===== src/rtl/alu_req_arbiter.sv =====
// Round-robin share of one combinational ALU between two requesters; operands held L cycles (1, MUL_LAT or DIV_LAT).
// Result valid L+1 cycles after accept; held indefinitely under backpressure, no accepts until taken.
module alu_req_arbiter #(
  parameter int MUL_LAT = 2,
  parameter int DIV_LAT = 4
) (
  input  logic        clk,
  input  logic        rst_n,
  input  logic        req0_valid,
  output logic        req0_ready,
  input  logic [31:0] req0_a,
  input  logic [31:0] req0_b,
  input  logic [3:0]  req0_sel,
  input  logic        req1_valid,
  output logic        req1_ready,
  input  logic [31:0] req1_a,
  input  logic [31:0] req1_b,
  input  logic [3:0]  req1_sel,
  output logic        rsp0_valid,
  input  logic        rsp0_ready,
  output logic        rsp1_valid,
  input  logic        rsp1_ready,
  output logic [31:0] rsp_data,
  output logic        rsp_zero,
  output logic        rsp_dz,
  output logic [31:0] alu_a,
  output logic [31:0] alu_b,
  output logic [3:0]  alu_sel,
  input  logic [31:0] alu_out,
  input  logic        alu_zero
);

  typedef enum logic [1:0] {IDLE, BUSY, RESP} state_t;

  localparam logic [3:0] MUL_L = 4'(MUL_LAT);
  localparam logic [3:0] DIV_L = 4'(DIV_LAT);

  state_t      state, state_nxt;
  logic [3:0]  cnt;
  logic        owner;
  logic        last_grant;
  logic        grant0, grant1;
  logic        accept0, accept1, accept;
  logic [31:0] acc_a, acc_b;
  logic [3:0]  acc_sel;

  function automatic logic [3:0] hold_lat(input logic [3:0] sel);
    case (sel)
      4'b0010, 4'b0110, 4'b1110: hold_lat = MUL_L;
      4'b0011, 4'b0111, 4'b1111: hold_lat = DIV_L;
      default:                   hold_lat = 4'd1;
    endcase
  endfunction

  // On a tie the requester that lost last time wins; last_grant resets to 1 so req0 wins first.
  assign grant0 = req0_valid && (!req1_valid || last_grant);
  assign grant1 = req1_valid && (!req0_valid || !last_grant);

  assign req0_ready = rst_n && (state == IDLE) && grant0;
  assign req1_ready = rst_n && (state == IDLE) && grant1;

  assign accept0 = req0_valid && req0_ready;
  assign accept1 = req1_valid && req1_ready;
  assign accept  = accept0 || accept1;

  assign acc_a   = accept1 ? req1_a   : req0_a;
  assign acc_b   = accept1 ? req1_b   : req0_b;
  assign acc_sel = accept1 ? req1_sel : req0_sel;

  assign rsp0_valid = (state == RESP) && !owner;
  assign rsp1_valid = (state == RESP) && owner;

  always_comb begin
    state_nxt = state;
    case (state)
      IDLE:    if (accept) state_nxt = BUSY;
      BUSY:    if (cnt == 4'd1) state_nxt = RESP;
      RESP:    if (owner ? rsp1_ready : rsp0_ready) state_nxt = IDLE;
      default: state_nxt = IDLE;
    endcase
  end

  always_ff @(posedge clk or negedge rst_n) begin
    if (!rst_n) begin
      state      <= IDLE;
      cnt        <= 4'd0;
      owner      <= 1'b0;
      last_grant <= 1'b1;
      alu_a      <= 32'd0;
      alu_b      <= 32'd0;
      alu_sel    <= 4'd0;
      rsp_data   <= 32'd0;
      rsp_zero   <= 1'b0;
      rsp_dz     <= 1'b0;
    end else begin
      state <= state_nxt;
      if (accept) begin
        alu_a      <= acc_a;
        alu_b      <= acc_b;
        alu_sel    <= acc_sel;
        owner      <= accept1;
        last_grant <= accept1;
        cnt        <= hold_lat(acc_sel);
      end else if (state == BUSY) begin
        cnt <= cnt - 4'd1;
        // Operands have now been stable for the full hold time, so the ALU output is settled.
        if (cnt == 4'd1) begin
          rsp_data <= alu_out;
          rsp_zero <= alu_zero;
          rsp_dz   <= ((alu_sel == 4'b0011) || (alu_sel == 4'b0111)) && (alu_b == 32'd0);
        end
      end
    end
  end

endmodule


===== config.mk =====
export PLATFORM = sky130hd
export DESIGN_NAME = alu_req_arbiter
export DESIGN_NICKNAME = d
export VERILOG_FILES = /design/src/rtl/alu_req_arbiter.sv
export SDC_FILE = /design/constraint.sdc
export NUM_CORES = 1
export LEC_CHECK = 0
export BUFFER_PORTS_ARGS = -buffer_cell sky130_fd_sc_hd__buf_4
export CAP_MARGIN = 30
export CORE_AREA = 2 2 108 110
export DETAILED_ROUTE_END_ITERATION = 10
export DIE_AREA = 0 0 110 112
export GPL_ROUTABILITY_DRIVEN = 0
export PLACE_DENSITY_LB_ADDON = 0.12
export SLEW_MARGIN = 20
export SYNTH_ARGS = -nofsm -noshare
export SYNTH_HDL_FRONTEND = slang
export SYNTH_SLANG_ARGS = --single-unit

===== constraint.sdc =====
create_clock -name clk -period 5.65 [get_ports clk]
set_clock_uncertainty 0.2 [all_clocks]
set_input_delay 1.13 -clock clk [delete_from_list [all_inputs] [get_ports clk]]
set_output_delay 1.13 -clock clk [all_outputs]
set_load 0.05 [all_outputs]

==> results of run 1 <==
[layout by cell type (no fill, tap or decap), types with 2 or more instances in the layout]
master and count:
ha_1 2, mux2_2 36, o21ai_0 9, inv_1 9, nand2_1 9, clkbuf_16 9
dfrtp_1 109, bufinv_16 2, buf_4 285, nor2_1 69, xnor2_1 2, mux2i_1 69
nand2b_1 3, nand3_4 2, clkinv_2 3, nor4b_1 2, a21oi_1 67, o211ai_1 5
nor4_1 8
[worst max-delay path: cells and delay by family]
| kind | cells | cell delay [ns] |
|---|---|---|
| AND/OR/NAND/NOR | 2 | 0.85 |
| buffers and inverters | 3 | 0.49 |
[worst max-delay path by stage]
stage	from	endpoint	slack, ns	cells past startpoint
2_1_floorplan	rst_n	req1_ready	2.10	5
3_3_place_gp	rst_n	req1_ready	1.82	5
3_5_place_dp	rst_n	req1_ready	1.83	5
4_1_cts	rst_n	req1_ready	1.81	5
5_1_grt	rst_n	req1_ready	1.65	5
6_report	rst_n	req1_ready	1.84	5
[per-stage QoR]
| stage | hold WS [ns] | setup slack (ns) |
|---|---|---|
| finish | 0.267 | 1.84 |
| global route | 0.285 | 1.65 |
| CTS | 0.269 | 1.81 |
| detailed placement | 0.259 | 1.83 |
| global placement | 0.251 | 1.82 |
| floorplan | 0.244 | 2.10 |
[area by class of cell]
type	count	area, µm²
clock buffer	10	229
clock inverter	5	75.1
fill	896	3690
inverter	9	33.8
multi-input combinational	294	2050
sequential	110	2750
tap	143	179
timing repair buffer	286	2170
[report_power, final]
group / switching, mW / internal [mW]
sequential: 0.273 / 1.19
combinational: 1.91 / 0.974
clock: 0.269 / 0.384
total: 2.45 / 2.55
[kinds of logic (layout without fill, tap and decap cells)]
kind of cell,after synthesis,after routing,share of synthesized area (%)
XOR/XNOR,3,3,0.533
AND/OR/NAND/NOR,101,101,9.05
multiplexers,105,105,22.2
flip-flops,110,110,55.8
buffers and inverters,35,310,3.14
AO/OA/AOI/OAI,83,83,8.72
adder cells (fa/ha/maj),2,2,0.507
[sequential cells by signal, indices dropped and copies added (netlist names)]
register	flops
rsp_zero	1
rsp_dz	1
alu_sel	4
alu_b	32
cnt	4
rsp_data	32
state	2
last_grant	1
alu_a	32
owner	1
[per-layer routing]
metal / wire [µm] / share of wire, %
met5: 0 / 0
met4: 185 / 1.3
met3: 1180 / 8.5
met2: 7070 / 51
met1: 5460 / 39
==> results.sh, run 1 <==
export IMPL_status="completed"
export IMPL_setup_violations=0
export IMPL_ant_nets=0
export IMPL_leakage_nw=4.01
export IMPL_hold_viol_final=0
export IMPL_r2r_start="state[1]$_DFFE_PN0P_"
export IMPL_synth_most_common_cell="dfrtp_1"
export IMPL_dpl_instance_area_um2=7180
export IMPL_num_vias=4251
export IMPL_die_area_um2=12300
export IMPL_period_needed_ns=3.81
export IMPL_drt_iter0_drc=196
export IMPL_worstMarginPinSlew_ns=0.869
export IMPL_htree_levels=3
export IMPL_portBuffers=280
export IMPL_synth_cell_types=31
export IMPL_clock_path_buffers=2
export IMPL_postCtsSetupRepairBufs=0
export IMPL_r2r_slack_ns=3.10
export IMPL_ctsRootBufferMaster="clkbuf_16"
export IMPL_final_area_um2=7490
export IMPL_power_mw=5.00
export IMPL_syn_inst=439
export IMPL_viasPerCell=4.96
export IMPL_synth_top_cell_area_share_pct=55.3
export IMPL_drc=0
export IMPL_synthesis_area_um2=4930
export IMPL_netlist_top_cell_by_area="dfrtp_1"
export IMPL_finalSetupTns_ns=0
export IMPL_insertion_delay_ns=0.34
export IMPL_critical_path_class="in -> out"
export IMPL_fmax_mhz=262
export IMPL_die_width_um=110
export IMPL_ctsResizeCount=0
export IMPL_clk_pin_slew_ns=0.07
export IMPL_relSlewSlack_pct=42.1
export IMPL_cp_end_kind="primary output"
export IMPL_fp_dieH_um=112
export IMPL_drive_gt1_share_pct=47.6
export IMPL_clock_sinks=110
export IMPL_busiest_layer="met2"
export IMPL_area_delta_synth_final_pct=51.8
export IMPL_syn_nets=616
export IMPL_crit_chain="buf_4, nor3b_2, nand3_4, inv_1, buf_4"
export IMPL_worstHoldPathCells=2
export IMPL_insertedDiodeCount=0
export IMPL_ys_warnings_count=0
export IMPL_hold_buffers=0
export IMPL_synth_common_cells="dfrtp_1 (109), mux2i_1 (69), nor2_1 (69), a21oi_1 (67), mux2_2 (36)"
export IMPL_hp_start="last_grant$_DFFE_PN1N_"
export IMPL_holdPathEnd="last_grant$_DFFE_PN1N_"
export IMPL_power_density_nw_per_um2=668
export IMPL_ys_seq_area_share_pct=55.8
export IMPL_routed_wire_length_per_instance_um=16.2
export IMPL_coreArea_um2=11200
export IMPL_start_util_pct=44.1
export IMPL_ir_worst_vdd_v=0.000452
export IMPL_place_detailed_hpwl_mm=10.7
export IMPL_antenna_found_initial=0
export IMPL_num_io_pins=281
export IMPL_crit_top_cell="buf_4"
export IMPL_final_cells=857
export IMPL_rows=39
export IMPL_synth_area_leaders="dfrtp_1 (55%), mux2i_1 (14%), mux2_2 (8.2%), a21oi_1 (6.8%), nor2_1 (5.2%)"
export IMPL_grt_pass1_vias=4269
export IMPL_grt_use_met3_pct=6.21
export IMPL_critical_path_arrival_ns=2.48
export IMPL_synth_top_flop_cell="dfrtp_1"
export IMPL_r2r_end="alu_b[21]$_DFFE_PN0N_"
export IMPL_first_pass_iters=4
export IMPL_cts_buffers=9
export IMPL_hold_class="reg -> reg"
export IMPL_async_reset_ff_share_pct=100
export IMPL_dp_cells=842
export IMPL_ys_ff_latch=110
export IMPL_slowest_delay_ns=0.49
export IMPL_wirelength_mm=13.9
export IMPL_crit_slowest_cell="nand3_4"
export IMPL_critPathRequiredTime_ns=4.32
export IMPL_final_max_slew_viol_count=0
export IMPL_grt_pass1_wl_mm=21.3
export IMPL_use_met2_pct=39.1
export IMPL_drv_cap=0
export IMPL_overflow=0
export IMPL_fin_nets=887
export IMPL_grt_max_degree=94
export IMPL_grt_setup_unrepaired="no"
export IMPL_finalCritPeriodShare_pct=67.5
export IMPL_r2r_cells=5
export IMPL_synth_avg_cell_area_um2=11.2
export IMPL_startpoint_type="primary input"
export IMPL_fin_util_pct=67.0
export IMPL_cts_tree="yes"
export IMPL_path_max_fanout=49
export IMPL_grt_total_usage_pct=22.6
export IMPL_globalRouteMet1Util_pct=27.5
export IMPL_synth_edf_count=0
Power figures use the tool's default switching activity.
==> inputs of run 2 (changes only) <==
--- a/config.mk
+++ b/config.mk
@@ -7,9 +7,9 @@
 export LEC_CHECK = 0
 export BUFFER_PORTS_ARGS = -buffer_cell sky130_fd_sc_hd__buf_4
 export CAP_MARGIN = 30
-export CORE_AREA = 2 2 108 110
+export CORE_AREA = 2 2 109 111
 export DETAILED_ROUTE_END_ITERATION = 10
-export DIE_AREA = 0 0 110 112
+export DIE_AREA = 0 0 111 113
 export GPL_ROUTABILITY_DRIVEN = 0
 export PLACE_DENSITY_LB_ADDON = 0.12
 export SLEW_MARGIN = 20
==> constraint.sdc (replaced) <==
create_clock -name clk -period 3.6 [get_ports clk]
set_clock_uncertainty 0.2 [all_clocks]
set_input_delay 0.72 -clock clk [delete_from_list [all_inputs] [get_ports clk]]
set_output_delay 0.72 -clock clk [all_outputs]
set_load 0.05 [all_outputs]
==> results.sh, run 2 (same netlist as run 1, synthesis figures left out) <==
export IMPL_final_cells=859
export IMPL_crit_path_start="rst_n"
export IMPL_relSlewSlack_pct=53.7
export IMPL_clock_path_buffers=2
export IMPL_drt_iter0_drc=163
export IMPL_grt_setup_unrepaired="no"
export IMPL_num_vias=4309
export IMPL_r2r_cells=5
export IMPL_cp_end_kind="primary output"
export IMPL_first_pass_iters=4
export IMPL_place_detailed_hpwl_mm=11.1
export IMPL_fillers=894
export IMPL_fmax_mhz=392
export IMPL_hold_buffers=0
export IMPL_drive_gt1_share_pct=47.3
export IMPL_htree_levels=3
export IMPL_die_area_um2=12500
export IMPL_routed_wire_length_per_instance_um=16.9
export IMPL_dp_cells=843
export IMPL_critical_path_class="in -> out"
export IMPL_leakage_nw=4.01
export IMPL_r2r_start="state[1]$_DFFE_PN0P_"
export IMPL_insertedDiodeCount=0
export IMPL_r2r_slack_ns=1.51
export IMPL_portBuffers=280
export IMPL_grt_total_usage_pct=23.3
export IMPL_power_density_nw_per_um2=1050
export IMPL_final_max_slew_viol_count=0
export IMPL_most_common_layout_cells="buf_4 (285), dfrtp_1 (109), nor2_1 (69), mux2i_1 (69), a21oi_1 (67)"
export IMPL_grt_use_met3_pct=5.57
export IMPL_start_util_pct=43.8
export IMPL_drv_cap=0
export IMPL_hold_viol_final=0
export IMPL_ant_nets=0
export IMPL_antenna_found_initial=0
export IMPL_viasPerCell=5.02
export IMPL_num_io_pins=281
export IMPL_cts_tree="yes"
export IMPL_critPathRequiredTime_ns=2.68
export IMPL_fp_dieH_um=113
export IMPL_postCtsSetupRepairBufs=0
export IMPL_globalRouteMet1Util_pct=27.4
export IMPL_grt_max_degree=75
export IMPL_coreArea_um2=11300
export IMPL_clk_pin_slew_ns=0.07
export IMPL_overflow=0
export IMPL_r2r_end="cnt[1]$_DFFE_PN0P_"
export IMPL_setup_ws_ns=1.05
export IMPL_use_met2_pct=41.2
export IMPL_reg_top3="alu_a: 32 flops, alu_b: 32 flops, rsp_data: 32 flops"
export IMPL_die_width_um=111
export IMPL_final_common_cell="buf_4"
export IMPL_rows=39
export IMPL_wirelength_mm=14.6
export IMPL_clock_sinks=110
export IMPL_cts_buffers=9
export IMPL_area_delta_synth_final_pct=51.7
export IMPL_finalCritPeriodShare_pct=70.8
export IMPL_pre_cts_slack_ns=1.02
export IMPL_path_max_fanout=3
export IMPL_ctsResizeCount=0
export IMPL_grt_pass1_wl_mm=23.3
export IMPL_setup_worst_path_end="req0_ready"
export IMPL_ir_worst_vdd_v=0.000797
export IMPL_setup_violations=0
export IMPL_hold_class="in -> async"
export IMPL_insertion_delay_ns=0.34
export IMPL_finalSetupTns_ns=0
export IMPL_worstMarginPinSlew_ns=0.695
export IMPL_grt_pass1_vias=4563
export IMPL_period_needed_ns=2.55
export IMPL_busiest_layer="met2"
export IMPL_fin_nets=888
export IMPL_ctsRootBufferMaster="clkbuf_16"
export IMPL_critical_path_arrival_ns=1.63
export IMPL_status="completed"
export IMPL_drc=0
export IMPL_startpoint_type="primary input"
-- run 2: changes by cell type in the layout (fill, tap and decap cells not counted), sizes merged --
| cell | previous run | this run |
|---|---|---|
| bufinv | 2 | 1 |
| buf | 286 | 287 |
| clkinv | 3 | 2 |
| clkbuf | 10 | 13 |
-- run 2: worst min path at each step --
stage | cells past startpoint | startpoint | to
floorplan | 0 | rst_n | alu_a[0]$_DFFE_PN0N_
global placement | 2 | last_grant$_DFFE_PN1N_ | last_grant$_DFFE_PN1N_
detailed placement | 2 | last_grant$_DFFE_PN1N_ | last_grant$_DFFE_PN1N_
CTS | 2 | rst_n | alu_a[6]$_DFFE_PN0N_
global route | 2 | rst_n | alu_a[3]$_DFFE_PN0N_
finish | 2 | rst_n | alu_a[7]$_DFFE_PN0N_
-- run 2: cell type report --
class,instances,area [µm²],area share (%)
inverters,9,33.8,0.451
repair buffers,287,2190,29.2
flip-flops and latches,110,2750,36.8
well taps,143,179,2.39
clock buffers,13,240,3.21
multi-input cells,294,2050,27.4
clock inverters,3,40.0,0.535
-- run 2: critical path: stages --
cell	delay (ns)
buf_4	0.11
nor3b_2	0.37
nand3_4	0.13
inv_1	0.09
buf_4	0.21
-- run 2: power by group --
group | internal, mW | switching (mW) | total [mW]
Clock | 0.539 | 0.427 | 0.967
Combinational | 1.53 | 3.02 | 4.55
Sequential | 1.87 | 0.438 | 2.31
-- run 2: layer usage --
metal  vias up  wire, µm
li1       2078         -
met2       183      7520
met5         -         0
met3        29      1050
met4         0       411
met1      2019      5570
-- run 2: per-stage QoR --
stage               hold WS (ns)  power [mW]  instance area, µm²  utilization (%)
floorplan                  0.224        5.38                4930                -
global placement           0.255        6.82                7180             63.7
detailed placement         0.255        6.92                7200             63.9
CTS                        0.216        7.89                7480             66.4
global route               0.237        8.22                7480             66.4
finish                     0.216        7.83                7480             66.4
